--- src/rtl/sound_glu_pkg.sv ---
// sound_glu_pkg: shared constants and types for the sound GLU.
//   - soft-switch register offsets ($C03C..$C03F)
//   - control register bit indices
//   - FSM state encoding
//   - DOC OIR address (a read pops the oscillator interrupt FIFO)
package sound_glu_pkg;
  localparam logic [1:0] GLU_CTRL = 2'd0;
  localparam logic [1:0] GLU_DATA = 2'd1;
  localparam logic [1:0] GLU_PTRL = 2'd2;
  localparam logic [1:0] GLU_PTRH = 2'd3;

  localparam int BUSY    = 7;
  localparam int TARGET  = 6;
  localparam int AUTOINC = 5;

  localparam logic [7:0] DOC_OIR_ADDR = 8'hE0;

  typedef enum logic [1:0] {IDLE, WRITE, ISSUE, CAPTURE} glu_state_t;
endpackage

--- src/rtl/sound_glu.sv ---
// sound_glu: CPU-side sound interface controller.
// Decodes $C03C-$C03F and sequences DOC register / sound-RAM cycles.
// Ports:
//   clk, reset                  clock, synchronous active-high reset
//   cpu_sel/addr/we/din/dout    soft-switch register access
//   doc_wr/reg_addr/din/dout    ES5503 register port
//   ram_addr/we/din/dout        sound-RAM CPU port (1-cycle read latency)
//   busy, volume                status and master volume
module sound_glu
  import sound_glu_pkg::*;
#(
  parameter logic [7:0] PARK_ADDR = 8'hE1
) (
  input  logic        clk,
  input  logic        reset,
  input  logic        cpu_sel,
  input  logic [1:0]  cpu_addr,
  input  logic        cpu_we,
  input  logic [7:0]  cpu_din,
  output logic [7:0]  cpu_dout,
  output logic        doc_wr,
  output logic [7:0]  doc_reg_addr,
  output logic [7:0]  doc_din,
  input  logic [7:0]  doc_dout,
  output logic [15:0] ram_addr,
  output logic        ram_we,
  output logic [7:0]  ram_din,
  input  logic [7:0]  ram_dout,
  output logic        busy,
  output logic [3:0]  volume
);
  glu_state_t  r_state;
  logic        r_target, r_autoinc, r_op_tgt;
  logic [3:0]  r_volume;
  logic [15:0] r_ptr;
  logic [7:0]  r_latch;
  logic        r_doc_wr, r_ram_we;
  logic [7:0]  r_doc_addr, r_doc_din, r_ram_din;
  logic [15:0] r_ram_addr;

  logic w_busy, w_acc;
  assign w_busy = (r_state != IDLE);
  assign w_acc  = cpu_sel && (cpu_addr == GLU_DATA) && !w_busy;

  always_ff @(posedge clk) begin
    if (reset) begin
      r_state    <= IDLE;
      r_target   <= 1'b0;
      r_autoinc  <= 1'b0;
      r_volume   <= 4'h0;
      r_op_tgt   <= 1'b0;
      r_ptr      <= 16'h0000;
      r_latch    <= 8'h00;
      r_doc_wr   <= 1'b0;
      r_ram_we   <= 1'b0;
      r_doc_addr <= PARK_ADDR;
      r_doc_din  <= 8'h00;
      r_ram_addr <= 16'h0000;
      r_ram_din  <= 8'h00;
    end else begin
      r_doc_wr <= 1'b0;
      r_ram_we <= 1'b0;

      // Ctrl/ptr accesses are honoured even mid-operation; the op in
      // flight has already copied what it needs onto the output regs.
      if (cpu_sel && cpu_we) begin
        case (cpu_addr)
          GLU_CTRL: begin
            r_target  <= cpu_din[TARGET];
            r_autoinc <= cpu_din[AUTOINC];
            r_volume  <= cpu_din[3:0];
          end
          GLU_PTRL: r_ptr[7:0]  <= cpu_din;
          GLU_PTRH: r_ptr[15:8] <= cpu_din;
          default:  ;
        endcase
      end
      if (w_acc && r_autoinc) r_ptr <= r_ptr + 16'd1;

      case (r_state)
        IDLE: if (w_acc) begin
          // The pointer snapshot goes straight onto the bus registers.
          r_op_tgt <= r_target;
          if (cpu_we) begin
            r_state <= WRITE;
            if (r_target) begin
              r_ram_we   <= 1'b1;
              r_ram_addr <= r_ptr;
              r_ram_din  <= cpu_din;
            end else begin
              r_doc_wr   <= 1'b1;
              r_doc_addr <= r_ptr[7:0];
              r_doc_din  <= cpu_din;
            end
          end else begin
            r_state <= ISSUE;
            if (r_target) r_ram_addr <= r_ptr;
            else          r_doc_addr <= r_ptr[7:0];
          end
        end
        WRITE: begin
          r_state    <= IDLE;
          r_doc_addr <= PARK_ADDR;
        end
        ISSUE: begin
          // Park now: the DOC has already registered the read address.
          r_state    <= CAPTURE;
          r_doc_addr <= PARK_ADDR;
        end
        CAPTURE: begin
          r_state <= IDLE;
          r_latch <= r_op_tgt ? ram_dout : doc_dout;
        end
        default: r_state <= IDLE;
      endcase
    end
  end

  // Strobes are masked by reset so an aborted op never writes.
  assign doc_wr       = r_doc_wr & ~reset;
  assign ram_we       = r_ram_we & ~reset;
  assign doc_reg_addr = r_doc_addr;
  assign doc_din      = r_doc_din;
  assign ram_addr     = r_ram_addr;
  assign ram_din      = r_ram_din;
  assign busy         = w_busy;
  assign volume       = r_volume;

  always_comb begin
    cpu_dout = 8'h00;
    case (cpu_addr)
      GLU_CTRL: cpu_dout = {w_busy, r_target, r_autoinc, 1'b0, r_volume};
      GLU_DATA: cpu_dout = r_latch;
      GLU_PTRL: cpu_dout = r_ptr[7:0];
      GLU_PTRH: cpu_dout = r_ptr[15:8];
      default:  cpu_dout = 8'h00;
    endcase
  end
endmodule

--- config.mk ---
export PLATFORM = sky130hd
export DESIGN_NAME = sound_glu
export DESIGN_NICKNAME = d
export VERILOG_FILES = /design/src/rtl/sound_glu_pkg.sv /design/src/rtl/sound_glu.sv
export SDC_FILE = /design/constraint.sdc
export NUM_CORES = 1
export LEC_CHECK = 0
export CORE_UTILIZATION = 40
export CTS_CLUSTER_DIAMETER = 200
export DETAILED_ROUTE_END_ITERATION = 8
export PLACE_DENSITY = 0.66
export SLEW_MARGIN = 40
export SYNTH_ARGS = -nofsm -noshare
export SYNTH_HDL_FRONTEND = slang
export SYNTH_SLANG_ARGS = --single-unit
--- constraint.sdc ---
create_clock -name clk -period 2.5 [get_ports clk]
set_input_delay 0.5 -clock clk [delete_from_list [all_inputs] [get_ports clk]]
set_output_delay 0.5 -clock clk [all_outputs]
set_load 0.05 [all_outputs]
After elaboration in Yosys (flattened, before gate mapping)
Cells that the tools add are included.
{ "word_totals": {"regBits": 75, "inputBits": 30, "output_inout_bits": 55} }
{ "classes": {"addsub": 1, "n_eq_ne": 8, "muxes": 14, "bitwise_logic": 7, "n_reduce_logical": 23} }
{ "op_table": {"columns": ["operator", "count"], "rows": [
  ["8-bit 2-to-1 mux", 5],
  ["16-bit 2-to-1 mux", 2],
  ["8-bit case mux with 4 select lines", 1],
  ["16-bit by 1-bit adder with 16-bit output (second input constant)", 1],
  ["8-bit case mux with 2 select lines", 1],
  ["2-bit nonzero test", 5],
  ["2-bit equality test (second input constant)", 4],
  ["2-bit AND reduction", 4],
  ["4-bit AND reduction", 2],
  ["2-bit case mux with 3 select lines", 1],
  ["3-bit AND reduction", 2],
  ["1-bit NOT", 5],
  ["2-bit by 1-bit equality test with 1-bit output (second input constant)", 2],
  ["1-bit logical AND", 4],
  ["2-bit zero test", 2],
  ["2-bit 2-to-1 mux", 2],
  ["2-bit inequality test (second input constant)", 2],
  ["2-bit OR reduction", 2],
  ["4-bit OR reduction", 1],
  ["1-bit bitwise AND", 2],
  ["1-bit 2-to-1 mux", 2],
  ["1-bit zero test", 1]
]} }

Longest topological paths before layout
Gate-level depths: netlist of run 1.
{ "logic_depth": {"word_depth": 6, "mapped_depth": 9, "mapped_depth_nobuf": 7} }

Least setup slack after synthesis of run 1
OpenSTA, ideal clock, no wires.
{ "synth_path": {"path_kind": "input port to output port", "from": "in cpu_addr[0]", "to": "out cpu_dout[4]", "t_arrival_ns": 2.109, "required_ns": 2.000, "slack_ns": -0.109, "path_stages": 3, "path_buffers": 1, "cell_sequence": "buf_1 nand2_1 o21ai_0"} }
{ "synth_via": {"elab_chain_cells": 2, "word_cells_on_any_way": 5, "classes_between": "eq/ne: 3; mux: 1; reduce/logical: 1"} }
{ "synth_rtl": {"columns": ["item", "line", "source"], "rows": [
  ["start: declaration", "sound_glu.sv:17", "input logic [1:0] cpu_addr,"],
  ["2-bit equality test, or another cell as far along", "sound_glu.sv:131", "case (cpu_addr)"],
  ["8-bit case mux with 4 select lines (*)", "sound_glu.sv:131", null],
  ["end: declaration", "sound_glu.sv:20", "output logic [7:0] cpu_dout,"]
]} }
Mark *: on every way between the ends. The rest lies on a longest branch, timed or not.

Final worst setup path of run 1
{ "layout_path": {"from": "in cpu_addr[0]", "to": "out cpu_dout[5]"} }
The elaborated chain is that of the path after synthesis.

==> flow_metrics.env, run 1 <==
export IMPL_slew_headroom_pct=60.8
export IMPL_rsz0062_at_grt="no"
export IMPL_yosysSeqAreaShare_pct=44.6
export IMPL_num_vias=3166
export IMPL_critPathLaunch="cpu_addr[0]"
export IMPL_cts_resized=0
export IMPL_ys_async_sr_fraction_pct=0
export IMPL_required_ps=2000
export IMPL_insertedDiodeCount=0
export IMPL_maxCapViolCount=0
export IMPL_critPathSlowestCell="mux4_2"
export IMPL_ys_flop_type="dfxtp_1"
export IMPL_grt_ovfl_total=0
export IMPL_hold_ws_ps=454
export IMPL_avgSynthCellArea_um2=8.56
export IMPL_drv_slew=0
export IMPL_clk_root_buffer_cell="clkbuf_8"
export IMPL_yosysUniqueCellTypes=44
export IMPL_synth_area_um2=3360
export IMPL_drc=0
export IMPL_synth_edf_count=0
export IMPL_setup_violations=0
export IMPL_hp_class="flop to flop"
export IMPL_p_leak_nw=1.68
export IMPL_timing_rr_end="r_ptr[12]$_SDFFE_PP0P_"
export IMPL_place_gp_congestion=0.908
export IMPL_end_kind="primary output"
export IMPL_first_iter_violations=185
export IMPL_stdcell_count=593
export IMPL_routed_top_layer="met4"
export IMPL_cts_tree="built"
export IMPL_wl_met2_mm=4.58
export IMPL_powerDensity_nw_per_um2=646
export IMPL_cp_depth=4
export IMPL_clkLatencyLatePin_ps=350
export IMPL_finalPower_mw=2.97
export IMPL_hold_viol=0
export IMPL_antenna_found_initial=1
export IMPL_start_kind="input pin"
export IMPL_r2r_start="r_ptr[1]$_SDFFE_PP0P_"
export IMPL_fillers=786
export IMPL_crit_chain="clkdlybuf4s50_1 > buf_12 > mux4_2 > buf_4"
export IMPL_path_clk_slew_ps=80
export IMPL_yosys_warnings=0
export IMPL_drive_above_1_share_pct=11.7
export IMPL_max_stage_delay_ps=540
export IMPL_io_buffers=84
export IMPL_hold_start="ram_addr[3]$_SDFFE_PP0P_"
export IMPL_r2r_slack_ps=530
export IMPL_peakVddDrop_v=0.000331
export IMPL_cts_buffers=9
export IMPL_fmax_mhz=414
export IMPL_num_nets_final=518
export IMPL_post_route_period_util_pct=96.7
export IMPL_synth_nets=428
export IMPL_dp_cells=577
export IMPL_hold_end="ram_addr[3]$_SDFFE_PP0P_"
export IMPL_synthTopCellsByArea="dfxtp_1, mux2i_1, nand2_1"
export IMPL_critPathBufInv=3
export IMPL_post_drt_wl_per_cell_um=16.8
export IMPL_synth_top_cell_area_share_pct=44.6
export IMPL_die_area_um2=8780
export IMPL_utilization_pct=56.1
export IMPL_grt_max_degree=33
export IMPL_dp_slack_ps=72.5
export IMPL_seq_area_um2=1500
export IMPL_routed_wirelength_mm=9.94
export IMPL_postCtsSetupRepairBufs=0
export IMPL_dr_pass1_iters=4
export IMPL_hold_depth=2
export IMPL_first_global_vias=2940
export IMPL_met3_length_um=828
export IMPL_fin_crit_ps=2420
export IMPL_core_um2=8180
export IMPL_cp_arrival_ps=1920
export IMPL_critPathMaxFanout=15
export IMPL_status="finished clean"
export IMPL_critical_path_class="input pin to primary output"
export IMPL_antenna_left=0
export IMPL_die_h_um=93.7
export IMPL_via_per_inst=5.34
export IMPL_die_width_um=93.7
export IMPL_area_delta_synth_final_pct=36.4
export IMPL_setup_ws_ps=83.6
export IMPL_synth_largest_area_cell="dfxtp_1"
export IMPL_cpLargestDelayFamily="buffers and inverters"
export IMPL_pin_count=85
export IMPL_reg2reg_depth=5
export IMPL_clockBufferDepth=2
export IMPL_place_area_um2=4380
export IMPL_multiInputGateArea_um2=1740
export IMPL_cts_num_sinks=75
export IMPL_wl_met1_mm=4.35
export IMPL_h_tree_depth=3
export IMPL_fin_setup_tns_ps=0
export IMPL_grt_util_all_layers_pct=24.1
export IMPL_dp_final_hpwl_mm=7.26
export IMPL_tightest_slew_ps=589
export IMPL_yosys_top_cells_count="dfxtp_1, nand2_1, nor2_1"
export IMPL_rows=33
export IMPL_grt_pass1_wl_mm=15.7
export IMPL_final_area_um2=4590
export IMPL_yosys_register_bits=75
export IMPL_skew_ps=8.47
export IMPL_synthMostInstantiatedCell="dfxtp_1"
export IMPL_ctsHoldBuffers=0
export IMPL_synthCells=393
export IMPL_start_util_pct=41.2
-- routing by layer --
metal	vias to the layer above	GRT usage (%)
li1	1571	-
met1	1451	31.5
met2	125	38.4
met3	19	5.26
met4	0	9.87
met5	-	0
-- worst reg2reg max path, cell delays in order (launching register included) --
cell and delay (ps):
dfxtp_1 500, ha_1 290, nand2_1 170, or3_1 460, or4_1 400, nand3_1 90
-- area by class of cell --
cell class                      instances  share of cell area [%]
Clock inverter                          6                    1.75
Multi-Input combinational cell        286                    37.9
Inverter                                7                   0.573
Sequential cell                        75                    32.7
Tap cell                              105                    2.86
Clock buffer                           10                    2.78
Timing Repair Buffer                  104                    21.4
-- worst max path at each step --
stage,end,slack [ps]
after CTS,cpu_dout[5],90
after global placement,r_ptr[6]$_SDFFE_PP0P_,80
after global routing,cpu_dout[7],30
after detailed placement,r_ptr[6]$_SDFFE_PP0P_,70
after floorplan,cpu_dout[4],260
final,cpu_dout[5],80
-- cell families (layout without fill, tap and decap cells) --
family	count (synthesis)	count (layout)	synth area share [%]
AO/OA/AOI/OAI	82	82	14.6
buffers and inverters	32	127	3.72
XOR/XNOR	1	1	0.260
adder cells (fa/ha/maj)	5	5	1.86
flip-flops	75	75	44.6
multiplexers	32	32	12.2
AND/OR/NAND/NOR	166	166	22.8
-- flip-flops by register name, summed over array words and instances (netlist names) --
name,count
r_ram_we,1
ram_din,8
r_ptr,16
ram_addr,16
r_doc_wr,1
r_latch,8
doc_reg_addr,8
r_op_tgt,1
r_state,2
r_autoinc,1
volume,4
r_target,1
doc_din,8
-- report_power, final --
part	switching, mW	internal [mW]	leakage [nW]
clock network	0.442	0.555	0.110
logic	0.413	0.256	0.960
registers	0.0477	1.25	0.606
total	0.903	2.06	1.68
-- placed cells by master, fill, tap and decap left out, types with 5 or more instances in the layout --
cell type	synthesis	layout
o21ai_0	11	10
buf_4	1	29
dfxtp_1	75	75
a211oi_1	11	11
a21oi_1	39	39
nor3_1	7	7
mux4_2	7	7
nand2_1	60	60
inv_1	7	7
nand3_1	16	16
nand2b_1	5	5
clkdlybuf4s50_1	0	72
ha_1	5	5
clkbuf_8	0	9
nor2_1	51	51
mux2i_1	24	24
No activity file was read; power rests on OpenSTA's default activity.
==> run 2, diff against run 1 <==
Settings changed: CORE_ASPECT_RATIO from default to 0.7.
==> flow_metrics.env, run 2 (synthesized netlist as in run 1, its figures left out) <==
export IMPL_status="complete, but fails checks"
export IMPL_violations="DRC"
export IMPL_fin_setup_tns_ps=0
export IMPL_drive_above_1_share_pct=12.4
export IMPL_post_route_period_util_pct=94.4
export IMPL_pin_count=85
export IMPL_clk_root_buffer_cell="clkbuf_16"
export IMPL_critPathMaxFanout=5
export IMPL_skew_ps=7.73
export IMPL_cts_tree="built"
export IMPL_num_nets_final=521
export IMPL_critical_path_class="flop to primary output"
export IMPL_start_kind="flop"
export IMPL_powerDensity_nw_per_um2=715
export IMPL_setup_ws_ps=140
export IMPL_fmax_mhz=424
export IMPL_rsz0062_at_grt="no"
export IMPL_r2r_slack_ps=430
export IMPL_grt_pass1_wl_mm=16.6
export IMPL_antenna_left=0
export IMPL_hold_viol=0
export IMPL_p_leak_nw=1.73
export IMPL_cts_num_sinks=75
export IMPL_clkLatencyLatePin_ps=340
export IMPL_place_area_um2=4370
export IMPL_grt_ovfl_total=0
export IMPL_drv_slew=0
export IMPL_slew_headroom_pct=61.1
export IMPL_core_um2=8010
export IMPL_post_drt_wl_per_cell_um=17.4
export IMPL_required_ps=2000
export IMPL_place_gp_congestion=0.900
export IMPL_final_area_um2=4690
export IMPL_drc=3
export IMPL_postCtsSetupRepairBufs=0
export IMPL_dp_slack_ps=21.2
export IMPL_h_tree_depth=3
export IMPL_cp_arrival_ps=1860
export IMPL_peakVddDrop_v=0.000621
export IMPL_num_vias=3269
export IMPL_routed_wirelength_mm=10.3
export IMPL_maxCapViolCount=0
export IMPL_antenna_found_initial=0
export IMPL_end_kind="primary output"
export IMPL_via_per_inst=5.52
export IMPL_final_common_cell="dfxtp_1"
export IMPL_clockBufferDepth=2
export IMPL_layout_common_cells="dfxtp_1, clkdlybuf4s50_1, nand2_1"
export IMPL_utilization_pct=58.6
export IMPL_io_buffers=84
export IMPL_first_global_vias=3090
export IMPL_fillers=740
export IMPL_die_width_um=112
export IMPL_die_h_um=78.7
export IMPL_die_area_um2=8790
export IMPL_start_util_pct=42.0
export IMPL_hp_class="flop to flop"
export IMPL_setup_violations=0
export IMPL_area_delta_synth_final_pct=39.5
export IMPL_path_clk_slew_ps=60
export IMPL_first_iter_violations=210
export IMPL_fin_crit_ps=2360
export IMPL_grt_util_all_layers_pct=24.9
export IMPL_insertedDiodeCount=0
export IMPL_rows=27
export IMPL_grt_max_degree=22
export IMPL_cts_buffers=9
export IMPL_dp_final_hpwl_mm=7.45
export IMPL_hold_ws_ps=454
export IMPL_dr_pass1_iters=9
export IMPL_tightest_slew_ps=584
==> run 2: power breakdown <==
part           internal (mW)  switching [mW]  total [mW]
combinational          0.252           0.411       0.664
clock                  0.869           0.519        1.39
sequential              1.25          0.0478        1.30
==> run 2: path summary, 6_finish.rpt <==
check                             from                   endpoint  depth (start not counted)
min          ram_addr[11]$_SDFFE_PP0P_  ram_addr[11]$_SDFFE_PP0P_                          2
max            r_state[0]$_SDFFE_PP0P_                cpu_dout[7]                          5
max reg2reg    r_state[0]$_SDFFE_PP0P_    ram_din[5]$_SDFFE_PP0P_                          7
min reg2reg  ram_addr[11]$_SDFFE_PP0P_  ram_addr[11]$_SDFFE_PP0P_                          2
==> run 2: cell type report <==
type	count	area, um2	area share (%)
clock buffer	9	225	4.80
tap	101	126	2.69
inverter	7	26.3	0.560
multi-input combinational	286	1740	37.0
clock inverter	7	92.6	1.97
timing repair buffer	107	983	21.0
sequential	75	1500	32.0
==> run 2: metrics by stage <==
step,cells,power (mW)
4_1_cts,592,3.37
2_1_floorplan,393,1.76
3_5_place_dp,576,1.98
3_3_place_gp,576,1.97
6_report,592,3.35
5_1_grt,592,3.49
==> run 2: repair_timing <==
action	in CTS	in global routing
setup endpoints to repair	0	6
hold buffers	0	0
resized for setup	0	1
==> run 2: routing by layer <==
metal	share of wire, %	GRT usage [%]	vias to the layer above
met5	0	0	-
met4	1.5	7.97	0
met3	7.5	6.49	17
met2	43	36.6	139
met1	48	35.3	1535
li1	-	-	1578
==> run 2: critical path, cell delays in order, from the launching register on <==
cell and delay (ps):
dfxtp_1 330, inv_1 120, ha_1 250, inv_1 140, mux4_2 470, buf_4 200
